<file path="src/rtl/obc_pkg.sv">
// Shared defaults, FSM state type and index-width helper for the OBC slice feeder.
package obc_pkg;

    localparam int DEF_N  = 8;
    localparam int DEF_DW = 16;

    typedef enum logic {
        IDLE = 1'b0,
        RUN  = 1'b1
    } state_t;

    // Width of the bit-slice index; DW=2 still needs one bit.
    function automatic int kWidth(input int dw);
        return (dw > 2) ? $clog2(dw) : 1;
    endfunction

endpackage

</file>
<file path="src/rtl/obc_slice_feeder_if.sv">
// Block-in / slice-out handshake bundle between the sample source, the feeder and the ROM side.
interface obc_slice_feeder_if #(
    parameter int N  = obc_pkg::DEF_N,
    parameter int DW = obc_pkg::DEF_DW
);

    logic            in_valid;
    logic            in_ready;
    logic [N*DW-1:0] in_data;
    logic            slice_valid;
    logic            slice_ready;
    logic [N-1:0]    slice;
    logic            slice_first;
    logic            slice_last;
    logic            busy;

    modport slave (
        input  in_valid, in_data, slice_ready,
        output in_ready, slice_valid, slice, slice_first, slice_last, busy
    );

    modport master (
        output in_valid, in_data, slice_ready,
        input  in_ready, slice_valid, slice, slice_first, slice_last, busy
    );

endinterface

</file>
<file path="src/rtl/obc_bit_counter.sv">
// Bit-slice index counter: clear has priority, counting saturates at DW-1.
module obc_bit_counter #(
    parameter int DW = 16,
    parameter int KW = 4
) (
    input  logic          clk,
    input  logic          rst_n,
    input  logic          i_en,
    input  logic          i_clr,
    output logic [KW-1:0] o_k,
    output logic          o_last
);

    localparam logic [KW-1:0] LAST_K = KW'(DW - 1);

    logic [KW-1:0] r_k;

    always_ff @(posedge clk or negedge rst_n) begin
        if (!rst_n) begin
            r_k <= '0;
        end else if (i_clr) begin
            r_k <= '0;
        end else if (i_en && !o_last) begin
            r_k <= r_k + KW'(1);
        end
    end

    assign o_k    = r_k;
    assign o_last = (r_k == LAST_K);

endmodule

</file>
<file path="src/rtl/obc_slice_feeder.sv">
// Holds one block of N samples and presents it to the OBC ROMs one bit-slice per transfer, LSB first.
module obc_slice_feeder
    import obc_pkg::*;
#(
    parameter int N       = DEF_N,
    parameter int DW      = DEF_DW,
    parameter int INV_MSB = 1
) (
    input  logic               clk,
    input  logic               rst_n,
    obc_slice_feeder_if.slave  bus
);

    localparam int   KW      = kWidth(DW);
    localparam logic INV_BIT = (INV_MSB != 0);

    state_t          r_state;
    state_t          w_next;
    logic [N*DW-1:0] r_samples;
    logic [KW-1:0]   w_k;
    logic            w_kLast;
    logic            w_valid;
    logic            w_xfer;
    logic            w_ready;
    logic            w_capture;
    logic [DW-1:0]   w_sample;
    logic [N-1:0]    w_slice;

    assign w_valid   = (r_state == RUN);
    assign w_xfer    = w_valid & bus.slice_ready;
    // The final transfer of a block reopens the input so the next block follows with no bubble.
    assign w_ready   = ~w_valid | (w_xfer & w_kLast);
    assign w_capture = bus.in_valid & w_ready;

    obc_bit_counter #(
        .DW (DW),
        .KW (KW)
    ) u_counter (
        .clk    (clk),
        .rst_n  (rst_n),
        .i_en   (w_xfer),
        .i_clr  (w_capture),
        .o_k    (w_k),
        .o_last (w_kLast)
    );

    always_ff @(posedge clk or negedge rst_n) begin
        if (!rst_n) begin
            r_state <= IDLE;
        end else begin
            r_state <= w_next;
        end
    end

    always_comb begin
        w_next = r_state;
        case (r_state)
            IDLE:    if (bus.in_valid) w_next = RUN;
            RUN:     if (w_xfer && w_kLast && !bus.in_valid) w_next = IDLE;
            default: w_next = IDLE;
        endcase
    end

    always_ff @(posedge clk or negedge rst_n) begin
        if (!rst_n) begin
            r_samples <= '0;
        end else if (w_capture) begin
            r_samples <= bus.in_data;
        end
    end

    // The sign slice is optionally inverted for offset-binary ROM addressing.
    always_comb begin
        w_sample = '0;
        w_slice  = '0;
        for (int i = 0; i < N; i++) begin
            w_sample   = r_samples[i*DW +: DW];
            w_slice[i] = w_valid & (w_sample[w_k] ^ (w_kLast & INV_BIT));
        end
    end

    assign bus.in_ready    = w_ready;
    assign bus.slice_valid = w_valid;
    assign bus.slice       = w_slice;
    assign bus.slice_first = w_valid & (w_k == '0);
    assign bus.slice_last  = w_valid & w_kLast;
    assign bus.busy        = w_valid;

endmodule
</file>
<file path="src/flat_wrapper.sv">
// flat-port wrapper written by rule: the top's interface ports become plain ports
module obc_slice_feeder_flat import obc_pkg::*;
#(
    parameter int N       = DEF_N,
    parameter int DW      = DEF_DW,
    parameter int INV_MSB = 1
)
  (clk, rst_n, bus_in_valid, bus_in_data, bus_slice_ready, bus_in_ready, bus_slice_valid, bus_slice, bus_slice_first, bus_slice_last, bus_busy);
  obc_slice_feeder_if #(.N(N), .DW(DW)) bus_i ();
  input  logic clk;
  input  logic rst_n;
  input wire logic [$bits(bus_i.in_valid)-1:0] bus_in_valid;
  input wire logic [$bits(bus_i.in_data)-1:0] bus_in_data;
  input wire logic [$bits(bus_i.slice_ready)-1:0] bus_slice_ready;
  output wire logic [$bits(bus_i.in_ready)-1:0] bus_in_ready;
  output wire logic [$bits(bus_i.slice_valid)-1:0] bus_slice_valid;
  output wire logic [$bits(bus_i.slice)-1:0] bus_slice;
  output wire logic [$bits(bus_i.slice_first)-1:0] bus_slice_first;
  output wire logic [$bits(bus_i.slice_last)-1:0] bus_slice_last;
  output wire logic [$bits(bus_i.busy)-1:0] bus_busy;
  assign bus_i.in_valid = bus_in_valid;
  assign bus_i.in_data = bus_in_data;
  assign bus_i.slice_ready = bus_slice_ready;
  assign bus_in_ready = bus_i.in_ready;
  assign bus_slice_valid = bus_i.slice_valid;
  assign bus_slice = bus_i.slice;
  assign bus_slice_first = bus_i.slice_first;
  assign bus_slice_last = bus_i.slice_last;
  assign bus_busy = bus_i.busy;
  obc_slice_feeder #(.N(N), .DW(DW), .INV_MSB(INV_MSB)) u_core (.clk(clk), .rst_n(rst_n), .bus(bus_i));
endmodule
</file>
<file path="config.mk">
export PLATFORM = sky130hd
export DESIGN_NAME = obc_slice_feeder_flat
export DESIGN_NICKNAME = d
export VERILOG_FILES = /design/src/rtl/obc_pkg.sv /design/src/rtl/obc_slice_feeder_if.sv /design/src/rtl/obc_bit_counter.sv /design/src/rtl/obc_slice_feeder.sv /design/src/flat_wrapper.sv
export SDC_FILE = /design/constraint.sdc
export NUM_CORES = 1
export LEC_CHECK = 0
export BUFFER_PORTS_ARGS = -buffer_cell sky130_fd_sc_hd__buf_2
export CAP_MARGIN = 15
export CELL_PAD_IN_SITES_DETAIL_PLACEMENT = 1
export CELL_PAD_IN_SITES_GLOBAL_PLACEMENT = 1
export CORE_MARGIN = 4
export CORE_UTILIZATION = 30
export DETAILED_ROUTE_END_ITERATION = 8
export GPL_ROUTABILITY_DRIVEN = 0
export GPL_TIMING_DRIVEN = 0
export PLACE_DENSITY_LB_ADDON = 0.1
export SYNTH_ARGS = -nofsm -noshare
export SYNTH_HDL_FRONTEND = slang
export SYNTH_SLANG_ARGS = --single-unit
</file>
<file path="constraint.sdc">
create_clock -name clk -period 2.2 [get_ports clk]
set_clock_uncertainty 0.1 [all_clocks]
set_input_delay 0 -clock clk [delete_from_list [all_inputs] [get_ports clk]]
set_output_delay 0 -clock clk [all_outputs]
set_load 0.1 [all_outputs]
</file>
* Yosys cells after proc, flatten, opt, wreduce, memory -nomap -nowiden
Cells that the tools add are included.
** Word-level totals
- Flip-flop bits (word level) :: 133
- Input port bits :: 132
** Cells by class
- Add/sub/neg operators :: 1
- Bitwise gates (word level) :: 23
- Reductions and logical operators :: 7
- Equality and inequality tests :: 1
- Magnitude comparators :: 1
- Multiplexer cells :: 21
** Operators with widths (number)
- binary-select mux 1 bit (select 4 bit) :: 8
- AND 1 bit :: 13
- two-way mux 1 bit :: 10
- two-way mux 4 bit :: 2
- XOR 1 bit :: 8
- < comparator 4 x 5 -> 1 bit, second input constant :: 1
- adder 4 x 1 -> 4 bit, second input constant :: 1
- == test 4 bit, second input constant :: 1
- zero test 4 bit :: 1
- logical AND 1 bit :: 3
- zero test 1 bit :: 2
- case mux 1 bit (2 select lines) :: 1
- nonzero test 2 bit :: 1
- NOT 1 bit :: 1
- bitwise OR 1 bit :: 1

* Longest topological paths before layout
- Depth after elaboration :: 5
- Depth in mapped cells :: 9
- Gate-level depth less buffers :: 5

* By module
A second synthesis with hierarchy kept.
** Second synthesis, totals
- Cell total of the unflattened synthesis :: 390
- Area, all modules :: 6261.0 sq um
** Modules (own cells, without submodules)
- obc_slice_feeder :: times used 1, area an instance 6032.0 sq um, cells each 370
- obc_bit_counter :: times used 1, area an instance 229.0 sq um, cells each 20

* Worst setup path after synthesis
No wires, ideal clock.
- Path type :: reg2out
- Start point :: reg u_core.r_state, in the netlist u_core.bus.busy
- End point :: out bus_slice_first
- Path slack :: -1.455 ns
- Stages on the path, launching flop included :: 4
- Arrival :: 3.555 ns
- Data required time :: 2.100 ns
- Cells stage by stage :: dfrtp_1 nand2b_1 clkbuf_1 nor3b_1
** On the way
- Word-level cells in the longest chain between the ends :: 1
** Ends and longest elaborated chain
- start, declared :: line obc_slice_feeder.sv:17 : state_t r_state;
- start signal, assigned :: line obc_slice_feeder.sv:51 : r_state <= w_next;
- AND 1 bit :: line obc_slice_feeder.sv:85 : assign bus.slice_first = w_valid & (w_k == '0);
- end, declared :: line flat_wrapper.sv:18 : output wire logic [$bits(bus_i.slice_first)-1:0] bus_slice_first;
Every way passes these cells.

* Final worst setup path
- Start point :: reg u_core.u_counter.r_k[0], in the netlist u_core.u_counter.o_k[0]
- End point :: out bus_slice[2]
** On the way
- Word-level cells in the longest chain between the ends :: 4
- Elaborated cells on any way between the ends :: 5
- Those cells by class :: eq/ne (1); mux (2); bitwise (2)
** Ends and longest elaborated chain
- start, declared :: line obc_bit_counter.sv:16 : logic [KW-1:0] r_k;
- start signal, assigned :: line obc_bit_counter.sv:24 : r_k <= r_k + KW'(1);
- binary-select mux 1 bit (select 4 bit) :: line obc_slice_feeder.sv:78 : w_slice[i] = w_valid & (w_sample[w_k] ^ (w_kLast & INV_BIT));
- two-way mux 1 bit (not written as such) :: line obc_slice_feeder.sv:78
- XOR 1 bit (*) :: line obc_slice_feeder.sv:78
- AND 1 bit (*) :: line obc_slice_feeder.sv:78
- end, declared :: line flat_wrapper.sv:17 : output wire logic [$bits(bus_i.slice)-1:0] bus_slice;
Every way passes the cells marked *; elsewhere a longest branch is shown, timed or not. The select of a mux whose other input is x is not followed.

==> summary.md <==
| Metric | Value |
|---|---|
| Worst Tran Pin Value | 0.733 ns |
| Failing checks | negative setup slack |
| Internal power | 10.1 mW |
| Post-route cell area | 10500 um2 |
| Placed Instances | 826 |
| Fill count | 2079 |
| Final Critical Period | 2.42 ns |
| Root Buffer | clkbuf_16 |
| Final WS setup | -0.222 ns |
| Die span in y | 156 um |
| First-pass GRT wire length | 31.4 mm |
| Synth warn | 0 |
| Clock latency on the worst-skew pair | 0.41 ns |
| Clock transition at path regs | 0.06 ns |
| Clock Path Buffers | 2 |
| FFs w/ async S/R, synth | 100% |
| Initial antenna violation count | 0 |
| Final Setup Violations | 8 |
| Synthesized area | 6570 um2 |
| Top_reg_cell synth | dfrtp_1 |
| Synth top area cells | dfrtp_1, mux2_4, mux2_2 |
| Critical path's slowest cell | mux4_2 |
| Worst path max stage delay | 0.54 ns |
| Final non-filler cell total | 1019 |
| Worst slew margin | 51.0% |
| Synthesized area per cell | 16.2 um2 |
| Final layout net count | 866 |
| Switch share | 37.6% |
| Seq cells post-synth | 133 |
| R2R Path Start | u_core.u_counter.o_k[0] |
| Critical Path Sink | bus_slice[2] |
| Crit Path Max Fanout | 5 |
| Slew Limit Fails | 0 |
| Worst Hold Class | in -> async |
| CP Capture Type | output pin |
| Pleak | 4.74 nW |
| Post-DP HPWL | 12.8 mm |
| Kind of critical path | reg -> out |
| Reg-to-Reg End | u_core.r_samples[61] |
| VDD IR max | 0.749 mV |
| Max frequency | 413 MHz |
| Layout area overhead | 59.8% |
| Gate Count Post-Synth | 406 |
| # rows | 53 |
| Sequential fraction of the synthesis area | 50.7% |
| R2R depth | 10 |
| Initial core utilization | 30.9% |
| Yosys cell types | 29 |
| Total GRT Usage | 17.1% |
| Total CTS buffers | 17 |
| CTS H-tree lvls | 4 |
| ANT cells | 0 |
| Die area | 24300 um2 |
| Part of the power in registers | 26.8% |
| DRC viols | 0 |
| Post-synth EDFFs | 0 |
| Num ports | 145 |
| Drt wl/cell | 19.8 um |
| Post-synth top area share | 50.7% |
| Final worst-path cycle share | 110% |
| Switching power | 6.09 mW |
| Die width | 156 um |
| CP startpoint | u_core.u_counter.o_k[0] |
| PwrDens | 1540 nW/um2 |
| Post-route ant nets | 0 |
| Crit path launch type | register |
| WL final | 20.2 mm |
| Syn Nets | 540 |
| CTS tree | built |
| Iteration-0 DRC Markers | 123 |
| Core area | 21300 um2 |
| Req. time, crit path | 2.10 ns |
| Post-synth top area cell | dfrtp_1 |
| Flop2flop setup slack | 0.10 ns |
| Placed inst area | 7750 um2 |
| Max-Cap Viols | 0 |
| GR Overflow Total | 0 |
| # port buffers | 144 |
| Largest net degree at the start of global routing | 81 |
| Final Hold Fails | 0 |
| DR vias | 4663 |
| RSZ-0062 raised after global routing | yes |
| Average vias per placed instance | 4.58 |
| Layout cell share with drive strength beyond 1 | 56.2% |
| Logic pwr share | 54.7% |
| Critical path cell sequence | buf_6 > buf_12 > mux4_2 > xnor2_2 > a211oi_2 > o21bai_4 > buf_12 |
| CP arrival | 2.32 ns |
| Vias in the first global route | 5445 |
| Most frequent CP cell | buf_12 |
| First-pass detailed-route iteration total | 4 |
| Clk pwr share | 18.5% |
| Clock Sinks | 133 |
| Outcome | complete, but fails checks |
-- cell usage in the layout, fill, tap and decap left out, types with 2 or more instances in the layout --
master	Yosys	routed
clkinv_2	0	3
xor2_1	2	2
dfrtp_2	0	3
mux2_2	52	52
clkbuf_16	0	17
o21bai_4	0	2
buf_16	0	9
a22oi_1	10	10
nor2b_2	0	2
buf_6	1	7
and2_4	0	2
nand2_1	7	6
clkinvlp_4	0	2
nor2_1	9	7
and3_1	2	2
inv_1	3	2
a211oi_2	0	2
clkbuf_4	0	4
buf_4	9	20
buf_12	8	27
dfrtp_1	133	130
o22ai_2	0	4
dlygate4sd3_1	0	132
nor2_2	0	2
mux2i_1	29	23
mux2i_2	0	4
bufinv_16	0	3
mux4_2	22	22
buf_2	6	134
clkbuf_8	0	5
mux2_4	76	76
xnor2_2	0	4
nand2b_1	2	2
mux2i_4	0	2
nand4_1	2	2
xnor2_1	9	5
-- registers in the layout, summed over array words and instances, names as in the netlist --
register              flops
u_core.r_samples        128
u_core.bus.busy           1
u_core.u_counter.o_k      4
-- cells in the mapped netlist (all sizes together), types with 3 or more instances --
library cell,instances
a22oi,10
a211oi,3
buf,25
o21bai,3
clkbuf,3
o22ai,5
mux4,22
mux2i,29
inv,3
nor2,9
mux2,128
xnor2,9
dfrtp,133
nand2,7
-- cells by family (layout without fill, tap and decap cells) --
group                    Yosys count  count (layout)  synth area share (%)
multiplexers                     179             179                  38.2
buffers and inverters             31             369                  4.67
XOR/XNOR                          11              11                  1.47
AO/OA/AOI/OAI                     22              22                  2.44
flip-flops                       133             133                  50.7
AND/OR/NAND/NOR                   28              28                  2.13
adder cells (fa/ha/maj)            2               2                 0.381
-- final cells by class --
class | instances | area (um2) | share of cell area, %
sequential | 133 | 3330 | 31.7
inverter | 3 | 15.0 | 0.143
timing repair buffer | 310 | 2740 | 26.1
clock buffer | 23 | 498 | 4.74
tap | 275 | 344 | 3.28
multi-input combinational | 242 | 3130 | 29.8
clock inverter | 8 | 121 | 1.16
buffer | 25 | 317 | 3.02
-- routing by layer --
layer	track usage (%)	part of all wire [%]
met5	0	0
met4	3.50	0.73
met3	4.19	3.7
met2	29.1	52
met1	22.1	44
-- worst max-delay path: cells and delay by family, from the launching register on --
family | cells | cell delay [ns]
buffers and inverters | 3 | 0.42
muxes | 1 | 0.54
DFF | 1 | 0.37
AOI/OAI and AO/OA | 2 | 0.38
xor gates and xnor gates | 1 | 0.19
-- metrics by stage --
stage	power (mW)	worst slack [ns]	TNS [ns]	util (%)	hold slack (ns)
2_1_floorplan	9.79	-0.331	-38.02	-	-0.396
3_3_place_gp	11.2	-1.20	-136.96	36.2	0.122
3_5_place_dp	11.4	-0.303	-14.75	36.4	-0.0976
4_1_cts	16.0	-0.260	-4.95	48.9	0.0263
5_1_grt	17.0	-0.293	-2.19	49.3	0.0688
6_report	16.2	-0.222	-1.47	49.3	0.0177
-- timing repair --
action,CTS,global route
pin swaps,5,9
hold buffers,132,0
gates cloned,9,0
buffers inserted,19,7
resized for setup,80,21
endpoints found under the hold margin,264,0
setup endpoints to repair,138,139
-- worst min path at each step --
stage	start	end	slack (ns)	depth (start not counted)
3_5_place_dp	rst_n	u_core.r_samples[76]	-0.1	1
3_3_place_gp	bus_in_valid	u_core.bus.busy	0.12	2
5_1_grt	rst_n	u_core.r_samples[76]	0.07	2
4_1_cts	rst_n	u_core.r_samples[76]	0.03	2
2_1_floorplan	rst_n	u_core.bus.busy	-0.40	0
6_report	rst_n	u_core.r_samples[76]	0.02	2
-- power groups by stage --
stage,Clock [mW],Sequential [mW],Combinational [mW]
2_1_floorplan,0,4.10,5.69
3_3_place_gp,0,4.30,6.94
3_5_place_dp,0,4.35,7.04
4_1_cts,3.07,4.34,8.63
5_1_grt,3.19,4.49,9.34
6_report,3.00,4.34,8.87
Power figures use the tool's default switching activity.
